$ cat src/rtl/match_lock_monitor_if.sv
// Bundle carrying the equality-bit stream into the lock monitor and its status back out.
// Qualifier semantics: eq_in and err_clr are sampled at each rising edge; eq_in only when en=1.
interface match_lock_monitor_if #(
  parameter int CNT_W = 16
);
  logic             eq_in;
  logic             en;
  logic             err_clr;
  logic             locked;
  logic             lock_pulse;
  logic             lost_pulse;
  logic [CNT_W-1:0] err_cnt;
  logic [1:0]       state;

  modport master (
    output eq_in, en, err_clr,
    input  locked, lock_pulse, lost_pulse, err_cnt, state
  );

  modport slave (
    input  eq_in, en, err_clr,
    output locked, lock_pulse, lost_pulse, err_cnt, state
  );
endinterface

$ cat src/rtl/match_lock_monitor.sv
// Qualifies a per-cycle equality bit into a lock status with acquire/loss hysteresis
// and counts mismatches seen while locked (saturating).
module match_lock_monitor #(
  parameter int LOCK_LEN = 8,
  parameter int LOSS_LEN = 4,
  parameter int CNT_W    = 16
) (
  input  logic                  clk,
  input  logic                  reset,
  match_lock_monitor_if.slave   bus
);

  typedef enum logic [1:0] {
    SEARCH = 2'b00,
    LOCKED = 2'b01,
    HOLD   = 2'b10,
    BAD    = 2'b11
  } st_t;

  localparam logic [7:0] RUN_LAST  = 8'(LOCK_LEN - 1);
  localparam logic [7:0] MISS_LAST = 8'(LOSS_LEN - 1);

  st_t              state_q;
  logic [7:0]       run_q;
  logic [7:0]       miss_q;
  logic [CNT_W-1:0] err_cnt_q;
  logic             locked_q;
  logic             lock_pulse_q;
  logic             lost_pulse_q;
  logic             err_inc;

  assign err_inc = bus.en && !bus.eq_in && (state_q == LOCKED || state_q == HOLD);

  always_ff @(posedge clk or negedge reset) begin
    if (!reset) begin
      state_q      <= SEARCH;
      run_q        <= '0;
      miss_q       <= '0;
      err_cnt_q    <= '0;
      locked_q     <= 1'b0;
      lock_pulse_q <= 1'b0;
      lost_pulse_q <= 1'b0;
    end else begin
      lock_pulse_q <= 1'b0;
      lost_pulse_q <= 1'b0;

      // Clear has priority over a same-edge increment; count sticks at all-ones.
      if (bus.err_clr)
        err_cnt_q <= '0;
      else if (err_inc && err_cnt_q != {CNT_W{1'b1}})
        err_cnt_q <= err_cnt_q + 1'b1;

      if (state_q == BAD) begin
        // Illegal encoding recovers regardless of en.
        state_q  <= SEARCH;
        run_q    <= '0;
        miss_q   <= '0;
        locked_q <= 1'b0;
      end else if (bus.en) begin
        case (state_q)
          SEARCH: begin
            if (bus.eq_in) begin
              if (run_q == RUN_LAST) begin
                state_q      <= LOCKED;
                run_q        <= '0;
                locked_q     <= 1'b1;
                lock_pulse_q <= 1'b1;
              end else begin
                run_q <= run_q + 8'd1;
              end
            end else begin
              run_q <= '0;
            end
          end
          LOCKED: begin
            if (!bus.eq_in) begin
              state_q <= HOLD;
              miss_q  <= 8'd1;
            end
          end
          HOLD: begin
            if (bus.eq_in) begin
              state_q <= LOCKED;
              miss_q  <= '0;
            end else if (miss_q == MISS_LAST) begin
              state_q      <= SEARCH;
              miss_q       <= '0;
              run_q        <= '0;
              locked_q     <= 1'b0;
              lost_pulse_q <= 1'b1;
            end else begin
              miss_q <= miss_q + 8'd1;
            end
          end
          default: begin
            state_q  <= SEARCH;
            run_q    <= '0;
            miss_q   <= '0;
            locked_q <= 1'b0;
          end
        endcase
      end
    end
  end

  assign bus.state      = state_q;
  assign bus.locked     = locked_q;
  assign bus.lock_pulse = lock_pulse_q;
  assign bus.lost_pulse = lost_pulse_q;
  assign bus.err_cnt    = err_cnt_q;

endmodule

$ cat src/flat_wrapper.sv
// flat-port wrapper written by rule: the top's interface ports become plain ports
module match_lock_monitor_flat 
#(
  parameter int LOCK_LEN = 8,
  parameter int LOSS_LEN = 4,
  parameter int CNT_W    = 16
)
  (clk, reset, bus_eq_in, bus_en, bus_err_clr, bus_locked, bus_lock_pulse, bus_lost_pulse, bus_err_cnt, bus_state);
  match_lock_monitor_if #(.CNT_W(CNT_W)) bus_i ();
  input  logic clk;
  input  logic reset;
  input wire logic [$bits(bus_i.eq_in)-1:0] bus_eq_in;
  input wire logic [$bits(bus_i.en)-1:0] bus_en;
  input wire logic [$bits(bus_i.err_clr)-1:0] bus_err_clr;
  output wire logic [$bits(bus_i.locked)-1:0] bus_locked;
  output wire logic [$bits(bus_i.lock_pulse)-1:0] bus_lock_pulse;
  output wire logic [$bits(bus_i.lost_pulse)-1:0] bus_lost_pulse;
  output wire logic [$bits(bus_i.err_cnt)-1:0] bus_err_cnt;
  output wire logic [$bits(bus_i.state)-1:0] bus_state;
  assign bus_i.eq_in = bus_eq_in;
  assign bus_i.en = bus_en;
  assign bus_i.err_clr = bus_err_clr;
  assign bus_locked = bus_i.locked;
  assign bus_lock_pulse = bus_i.lock_pulse;
  assign bus_lost_pulse = bus_i.lost_pulse;
  assign bus_err_cnt = bus_i.err_cnt;
  assign bus_state = bus_i.state;
  match_lock_monitor #(.LOCK_LEN(LOCK_LEN), .LOSS_LEN(LOSS_LEN), .CNT_W(CNT_W)) u_core (.clk(clk), .reset(reset), .bus(bus_i));
endmodule
$ cat config.mk
export PLATFORM = sky130hd
export DESIGN_NAME = match_lock_monitor_flat
export DESIGN_NICKNAME = d
export VERILOG_FILES = /design/src/rtl/match_lock_monitor_if.sv /design/src/rtl/match_lock_monitor.sv /design/src/flat_wrapper.sv
export SDC_FILE = /design/constraint.sdc
export NUM_CORES = 1
export LEC_CHECK = 0
export ABC_CLOCK_PERIOD_IN_PS = 5400
export CORE_ASPECT_RATIO = 0.5
export CORE_UTILIZATION = 50
export DETAILED_ROUTE_END_ITERATION = 8
export GPL_TIMING_DRIVEN = 1
export MAX_ROUTING_LAYER = met4
export PLACE_DENSITY = 0.83
export SLEW_MARGIN = 25
export SYNTH_ARGS = -nofsm -noshare
export SYNTH_HDL_FRONTEND = slang
export SYNTH_SLANG_ARGS = --single-unit
$ cat constraint.sdc
create_clock -name clk -period 5.4 [get_ports clk]
set_input_delay 0.54 -clock clk [delete_from_list [all_inputs] [get_ports clk]]
set_output_delay 0.54 -clock clk [all_outputs]
set_load 0.05 [all_outputs]
Yosys cells after proc, flatten, opt, wreduce, memory -nomap -nowiden
Cells that the tools add are included.
Widths: inputs -> output; s select.
{"block": "totals", "memories": 0, "output_inout_bits": 21, "elab_cells": 76, "rom_bits": 0, "regBits": 37, "latch_bits": 0, "ramBits": 0}
{"block": "classes", "mux": 40, "bitwise_logic": 0, "n_reduce_logical": 12, "n_shift": 0, "div": 0, "n_mul": 0, "eq_ne": 14, "addsub": 3, "magnitude_cmp": 0}
{"operator": "$mux 8", "count": 11}
{"operator": "$pmux 8 s3", "count": 2}
{"operator": "$mux 16", "count": 2}
{"operator": "$add 16x1->16 const B", "count": 1}
{"operator": "$add 8x1->8 const B", "count": 2}
{"operator": "$mux 1", "count": 16}
{"operator": "$ne 16x16->1 const B", "count": 1}
{"operator": "$mux 2", "count": 7}
{"operator": "$ne 3x3->1 const B", "count": 3}
{"operator": "$eq 8x2->1 const B", "count": 1}
{"operator": "$eq 8x3->1 const B", "count": 1}
{"operator": "$pmux 2 s3", "count": 1}
{"operator": "$reduce_and 6->1", "count": 1}
{"operator": "$reduce_and 5->1", "count": 1}
{"operator": "$eq 2x2->1 const B", "count": 2}
{"operator": "$ne 4x4->1 const B", "count": 1}
{"operator": "$reduce_and 4->1", "count": 1}
{"operator": "$reduce_bool 2->1", "count": 2}
{"operator": "$logic_and 1x1->1", "count": 3}
{"operator": "$ne 3x1->1 const B", "count": 1}
{"operator": "$ne 3x2->1 const B", "count": 1}
{"operator": "$pmux 1 s3", "count": 1}
{"operator": "$reduce_and 3->1", "count": 1}
{"operator": "$eq 2x1->1 const B", "count": 1}
{"operator": "5 further kinds", "count": 5}

Depth between registers and ports, before layout
Gate-level depths: netlist (run 1).
{"block": "logic_depth", "word_depth": 6, "ltp_mapped": 7, "ltp_nobuf": 6}

Worst setup path after synthesis (run 1)
No wires, ideal clock.
{"block": "synth_timing", "path_type": "register -> register", "from": "register u_core.state_q[0] (netlist: u_core.bus.state[0])", "to": "register u_core.err_cnt_q[13] (netlist: u_core.bus.err_cnt[13])", "synth_period_minus_slack_ns": 2.329, "setup_slack_ns": 3.071, "arrival_time_ns": 2.251, "n_path_buf": 1, "path_stages_with_launch": 8, "cell_sequence": "dfrtp_1 -> inv_1 -> ha_1 -> and3b_1 -> buf_4 -> nand4_1 -> or4_1 -> a21oi_1"}
{"block": "synth_between", "elab_chain_cells": 5, "word_cells_on_any_way": 6, "cone_classes": "eq/ne (2); reduce/logical (4)"}
{"item": "start: declaration", "line_no": "match_lock_monitor.sv:23", "rtl": "st_t state_q;"}
{"item": "start signal: assignment", "line_no": "match_lock_monitor.sv:36", "rtl": "state_q <= SEARCH;"}
{"item": "start signal: assignment", "line_no": "match_lock_monitor.sv:55", "rtl": "state_q <= SEARCH;"}
{"item": "start signal: assignment", "line_no": "match_lock_monitor.sv:64", "rtl": "state_q <= LOCKED;"}
{"item": "$eq 2x1->1 / $eq 2x2->1 (equally long branches)", "line_no": "match_lock_monitor.sv:32", "rtl": "assign err_inc = bus.en && !bus.eq_in && (state_q == LOCKED || state_q == HOLD);"}
{"item": "$logic_or 1x1->1 *", "line_no": "match_lock_monitor.sv:32"}
{"item": "$logic_and 1x1->1 *", "line_no": "match_lock_monitor.sv:32"}
{"item": "$logic_and 1x1->1 *", "line_no": "match_lock_monitor.sv:50", "rtl": "else if (err_inc && err_cnt_q != {CNT_W{1'b1}})"}
{"item": "$reduce_bool 2->1 (no source line) *"}
{"item": "end signal: assignment", "line_no": "match_lock_monitor.sv:51", "rtl": "err_cnt_q <= err_cnt_q + 1'b1;"}
{"item": "end: declaration", "line_no": "match_lock_monitor.sv:26", "rtl": "logic [CNT_W-1:0] err_cnt_q;"}
Mark *: on every way between the ends. The rest lies on a longest branch, timed or not.
A chain may end at the register's enable or synchronous reset.

Final worst setup path (run 1)
{"block": "layout_timing", "from": "input port bus_eq_in", "to": "register u_core.err_cnt_q[13] (netlist: u_core.bus.err_cnt[13])"}
{"block": "layout_between", "elab_chain_cells": 5}
{"item": "start: declaration", "line_no": "flat_wrapper.sv:12", "rtl": "input wire logic [$bits(bus_i.eq_in)-1:0] bus_eq_in;"}
{"item": "$logic_not 1->1"}
{"item": "$logic_and 1x1->1 (2 in series)", "line_no": "match_lock_monitor.sv:32"}
{"item": "$logic_and 1x1->1", "line_no": "match_lock_monitor.sv:50"}
{"item": "$reduce_bool 2->1 (no source line)"}
No other way between the ends.

==> impl_metrics.yaml, run 1 <==
global_routing:
  grt.total_usage: 0.229
  grt_pass1_wl_um: 7960
  grt_pass1_vias: 1835
  antenna_found_initial: 0
  overflow: 0
  grt_max_degree: 38
synth:
  synth-edff-count: 0
  ys_ff_latch: 37
  yosysUniqueCellTypes: 50
  yosysSeqAreaShare: 0.417
  synth_area_um2: 2220
  synthArstFlopShare: 1.00
  synthFlopType: "dfrtp_1"
  syn_nets: 249
  yosysWarnings: 0
  avgSynthCellArea_um2: 9.44
  netlist_instances: 235
detailed_routing:
  drtAntennaViolNets: 0
  drt_iter0_markers: 156
  drc: 0
  first_pass_iters: 4
  wl_per_cell_um: 14.9
  via_per_inst: 6.09
  finalWirelength_um: 4660
  routed-via-count: 1911
clock_tree:
  clk_pin_slew_ns: 0.08
  cts_root_buffer: "clkbuf_8"
  tritoncts: "yes"
  clk-insertion-delay-late_ns: 0.29
  hold_buffers: 0
  cts_sinks: 37
  htreeDepth: 2
  cts_buffers: 5
  cts_setup_buffers: 0
  cts_buffer_depth: 2
  cts_resized: 0
setup_path:
  rr_worst_depth: 6
  critPathRequiredTime_ns: 5.61
  crit_path_max_fanout: 10
  critPathKind: "primary input to register"
  arrival_ns: 2.53
  start_kind: "primary input"
  critical_path.endpoint_type: "register"
die:
  num_rows: 16
  dieArea_um2: 4720
  die_h_um: 49.1
  chipWidth_um: 96.2
  coreArea_um2: 4060
  start_util: 0.546
  ios: 26
status:
  status: "completed"
timing:
  min_period_over_period: 0.429
  fin_ws_ns: 3.09
  tightest_slew_ns: 0.747
  clock-skew-final_ns: 0.00662
  setup_viol: 0
  hold_violations: 0
  timing.hold.ws_ns: 0.497
  slew_violations: 0
  fin_crit_ns: 2.31
  fmax_mhz: 432
  relSlewSlack: 0.501
  rsz0062_at_grt: "false"
  tns_ns: 0
layout:
  layout-drive-gt1-share: 0.0731
  n_antenna_cell: 0
  nets: 274
  finalCoreUtilization: 0.639
  area_growth_pct: 17.0
  fill_cells: 341
power_and_ir_drop:
  p_leak_nw: 1.09
  power_density_nw_per_um2: 324
  irDropWorstVdd_uv: 309
placed_design:
  detailed_place_hpwl_um: 3350
  post-place-ws_ns: 2.79
  portBuffers: 25
  place_congestion: 0.870
flow_run:
  drv_cap: 0
worst_hold_path:
  hold_path_class: "register to register"
  holdPathStages: 1
## cells by family (layout without fill, tap and decap cells)
group,count (synthesis),in the layout,synth area share
AND/OR/NAND/NOR,95,95,0.258
AO/OA/AOI/OAI,65,65,0.190
flip-flops,37,37,0.417
buffers and inverters,19,44,0.0384
adder cells (fa/ha/maj),9,9,0.0508
multiplexers,7,7,0.0338
XOR/XNOR,3,3,0.0118
## power breakdown
group | total [mW] | internal [mW] | switching [mW]
registers | 0.325 | 0.300 | 0.0253
clock network | 0.201 | 0.101 | 0.100
logic | 0.315 | 0.107 | 0.208
total | 0.841 | 0.508 | 0.334
## cells in the mapped netlist (all sizes together) (6+ instances only)
cell type | n | area, µm²
o31ai | 12 | 90.1
dfrtp | 37 | 926
nand2 | 9 | 33.8
or3 | 8 | 51.3
inv | 11 | 41.3
nand4 | 8 | 56.3
nor4 | 6 | 58.8
nor2 | 17 | 63.8
and3 | 6 | 37.5
a21oi | 18 | 90.1
ha | 9 | 113
nand3 | 11 | 55.1
o21ai | 11 | 55.1
## stage by stage
| stage | area, µm² | std cells | total power, mW |
|---|---|---|---|
| finish | 2600 | 314 | 0.841 |
| CTS | 2600 | 314 | 0.845 |
| global route | 2600 | 314 | 0.889 |
| global placement | 2500 | 307 | 0.626 |
| floorplan | 2220 | 235 | 0.564 |
| detailed placement | 2510 | 307 | 0.644 |
## cell usage in the layout, fill, tap and decap left out, types with 2 or more instances in the layout
cell | Yosys | routed
dfrtp_1 | 37 | 37
clkdlybuf4s50_1 | 0 | 25
a21oi_1 | 18 | 18
nor2_1 | 17 | 17
o31ai_1 | 12 | 12
inv_1 | 11 | 11
nand3_1 | 11 | 11
o21ai_0 | 10 | 10
nand2_1 | 9 | 9
ha_1 | 9 | 9
nand4_1 | 7 | 7
or3_1 | 7 | 7
and3_1 | 6 | 6
clkbuf_8 | 0 | 6
nor3_1 | 5 | 5
nand2b_1 | 4 | 4
and4_1 | 4 | 4
or4_1 | 4 | 4
nor4_1 | 4 | 4
nor2b_1 | 4 | 4
a21o_1 | 4 | 4
o211ai_1 | 4 | 4
a31oi_1 | 3 | 3
mux2_2 | 3 | 3
mux2i_1 | 3 | 3
xor2_1 | 3 | 3
o41ai_1 | 3 | 3
and3b_1 | 2 | 2
a311oi_1 | 3 | 2
a211oi_1 | 2 | 2
nand3b_1 | 2 | 2
## path summary, 6_finish.rpt
| check | startpoint | endpoint | slack (ns) |
|---|---|---|---|
| worst max register to register | u_core.bus.state[0] | u_core.bus.err_cnt[13] | 3.12 |
| worst max-delay path | bus_eq_in | u_core.bus.err_cnt[13] | 3.09 |
| min in group asynchronous | reset | u_core.bus.state[0] | 0.67 |
| worst min register to register | u_core.run_q[7] | u_core.run_q[7] | 0.50 |
| worst min-delay path | u_core.run_q[7] | u_core.run_q[7] | 0.50 |
| max in group asynchronous | reset | u_core.miss_q[4] | 4.40 |
## worst max-delay path: stages
cell and delay [ns]:
clkdlybuf4s50_1 0.53, and3b_1 0.49, nand4_1 0.26, or4_1 0.55, a21oi_1 0.15
## layout make-up
class / instances / area, µm² / share of cell area
Clock buffer: 6 / 82.6 / 0.0318
Clock inverter: 1 / 7.51 / 0.00289
Timing Repair Buffer: 26 / 258 / 0.0993
Multi-Input combinational cell: 179 / 1210 / 0.467
Tap cell: 54 / 67.6 / 0.0260
Sequential cell: 37 / 926 / 0.357
Inverter: 11 / 41.3 / 0.0159
## sequential cells by signal, indices dropped and copies added (netlist names)
register and flops:
u_core.bus.lost_pulse 1, u_core.bus.locked 1, u_core.bus.lock_pulse 1, u_core.bus.err_cnt 16, u_core.miss_q 8, u_core.bus.state 2
u_core.run_q 8
## per-layer routing
layer	global-route usage	part of all wire	up-vias
met1	0.285	0.46	912
met5	-	0	-
met4	0.114	0.018	0
met3	0.0514	0.054	9
met2	0.353	0.46	51
li1	-	-	939
(Power assumes the default switching activity.)
==> run 2: changes to the inputs <==
ABC_CLOCK_PERIOD_IN_PS = 2100   (was 5400)
PLACE_DENSITY = 0.85   (was 0.83)
clock period = 2.1 ns   (was 5.4 ns; I/O delays follow)
==> run 2 against run 1 <==
Clock power grew to 3.3 times the previous value. Hold slack worse by 0.17 ns. Combinational power grew to 2.9 times the previous value. Utilization increased by 4.3 points. Total power increased to 2.9 times the previous value. Via count up 6.5%. Cell count is 5.1% higher. Flip-flop and latch count did not move. Critical endpoint is now u_core.bus.err_cnt[9].
==> impl_metrics.yaml, run 2 (synthesis results as in run 1) <==
setup_path:
  critical_path.endpoint_type: "register"
  slowest_stage: "or4_1"
  crit_path_max_fanout: 5
  critPathMaxStageDelay_ns: 0.53
  r2r-end: "u_core.bus.err_cnt[9]"
  critPathRequiredTime_ns: 2.34
  cp-endpoint: "u_core.bus.err_cnt[9]"
  reg2reg_from: "u_core.bus.state[0]"
  arrival_ns: 2.25
  startpoint: "u_core.bus.state[0]"
  r2r_setup_slack_ns: 0.08
  rr_worst_depth: 6
  critPathKind: "register to register"
  path_cells: "inv_2 -> ha_1 -> and3b_2 -> nand4_1 -> or4_1 -> a21oi_1"
  start_kind: "register"
power_and_ir_drop:
  irDropWorstVdd_uv: 811
  power_density_nw_per_um2: 873
  power_mw: 2.42
  p_leak_nw: 1.18
layout:
  final_common_cell: "dfrtp_1"
  largest_register_ffs: 16
  area_growth_pct: 24.9
  mostFrequentLayoutCells: "dfrtp_1 (35), clkdlybuf4s50_1 (25), nor2_1 (17), a21oi_1 (17), buf_4 (16)"
  fin_area_um2: 2770
  layout-drive-gt1-share: 0.159
  n_antenna_cell: 0
  nets: 289
clock_tree:
  htreeDepth: 2
  clk-insertion-delay-late_ns: 0.31
  cts_buffer_depth: 2
  cts_sinks: 37
  clk_pin_slew_ns: 0.08
  tritoncts: "yes"
  cts_root_buffer: "clkbuf_8"
  cts_buffers: 5
  hold_buffers: 0
placed_design:
  post-place-ws_ns: 0.0539
  portBuffers: 25
  place_congestion: 0.874
  detailed_place_hpwl_um: 3600
  postPlaceCellArea_um2: 2610
global_routing:
  grt.total_usage: 0.256
  met3_usage: 0.0623
  grt_max_degree: 38
  met1_usage: 0.319
  use_met2: 0.401
  grt_busiest_layer: "met2"
  grt_pass1_vias: 1939
  grt_pass1_wl_um: 8830
  overflow: 0
  antenna_found_initial: 0
timing:
  fin_ws_ns: 0.0838
  tightest_slew_ns: 0.697
  slew_violations: 0
  relSlewSlack: 0.534
  fmax_mhz: 496
  min_period_over_period: 0.960
  rsz0062_at_grt: "false"
  hold_violations: 0
  setup_viol: 0
  tns_ns: 0
  clock-skew-final_ns: 0.00680
  fin_crit_ns: 2.02
flow_run:
  drv_cap: 0
detailed_routing:
  drt_iter0_markers: 149
  finalWirelength_um: 5250
  drtAntennaViolNets: 0
  wl_per_cell_um: 15.9
  via_per_inst: 6.17
  drc: 0
  first_pass_iters: 4
  routed-via-count: 2035
die:
  die_h_um: 49.1
  chipWidth_um: 96.2
  num_rows: 16
  coreArea_um2: 4060
  ios: 26
  dieArea_um2: 4720
  start_util: 0.546
status:
  status: "completed"
worst_hold_path:
  hold_path_class: "primary input to async pin"
run 2: how the worst min path moves through the flow:
stage / endpoint / slack, ns / from
2_1_floorplan: u_core.bus.err_cnt[0] / -0.09 / reset
3_3_place_gp: u_core.run_q[7] / 0.49 / u_core.run_q[7]
3_5_place_dp: u_core.run_q[7] / 0.49 / u_core.run_q[7]
4_1_cts: u_core.run_q[4] / 0.35 / reset
5_1_grt: u_core.bus.err_cnt[3] / 0.37 / reset
6_report: u_core.bus.state[0] / 0.33 / reset
run 2: final cells by class:
cell class	count	area (µm²)
Clock buffer	6	82.6
Fill cell	297	1290
Tap cell	54	67.6
Timing Repair Buffer	41	370
Inverter	11	41.3
Clock inverter	2	37.5
Multi-Input combinational cell	179	1240
Sequential cell	37	928
run 2: worst max-delay path: cells and delay by family, from the launching register on:
family / cells / cell delay [ns]
AND/OR/NAND/NOR: 3 / 1.00
buffers and inverters: 1 / 0.06
AO/OA/AOI/OAI: 1 / 0.15
adder cells (fa/ha/maj): 1 / 0.33
flip-flops: 1 / 0.41
run 2: power breakdown:
part           switching [mW]  leakage, nW  total [mW]  internal [mW]
clock                   0.284       0.0574       0.670          0.386
sequential             0.0685        0.508       0.843          0.775
combinational           0.558        0.614       0.906          0.349
total                   0.910         1.18        2.42           1.51
run 2: per-stage QoR:
step                      hold WS, ns  cells   util
after floorplan               -0.0856    235      -
after CTS                       0.348    329  0.671
after global routing            0.367    330  0.682
final                           0.329    330  0.682
after global placement          0.491    321  0.642
after detailed placement        0.490    321  0.642
run 2: repair_timing:
| item | in CTS | in global routing |
|---|---|---|
| setup endpoints to repair | 0 | 12 |
| buffers inserted | 0 | 1 |
| resized for setup | 0 | 8 |
run 2: layer usage:
metal / part of all wire / wire length (µm) / up-vias
met3: 0.060 / 317 / 12
met1: 0.44 / 2280 / 983
li1: - / - / 968
met2: 0.49 / 2560 / 72
met5: 0 / 0 / -
met4: 0.017 / 87 / 0
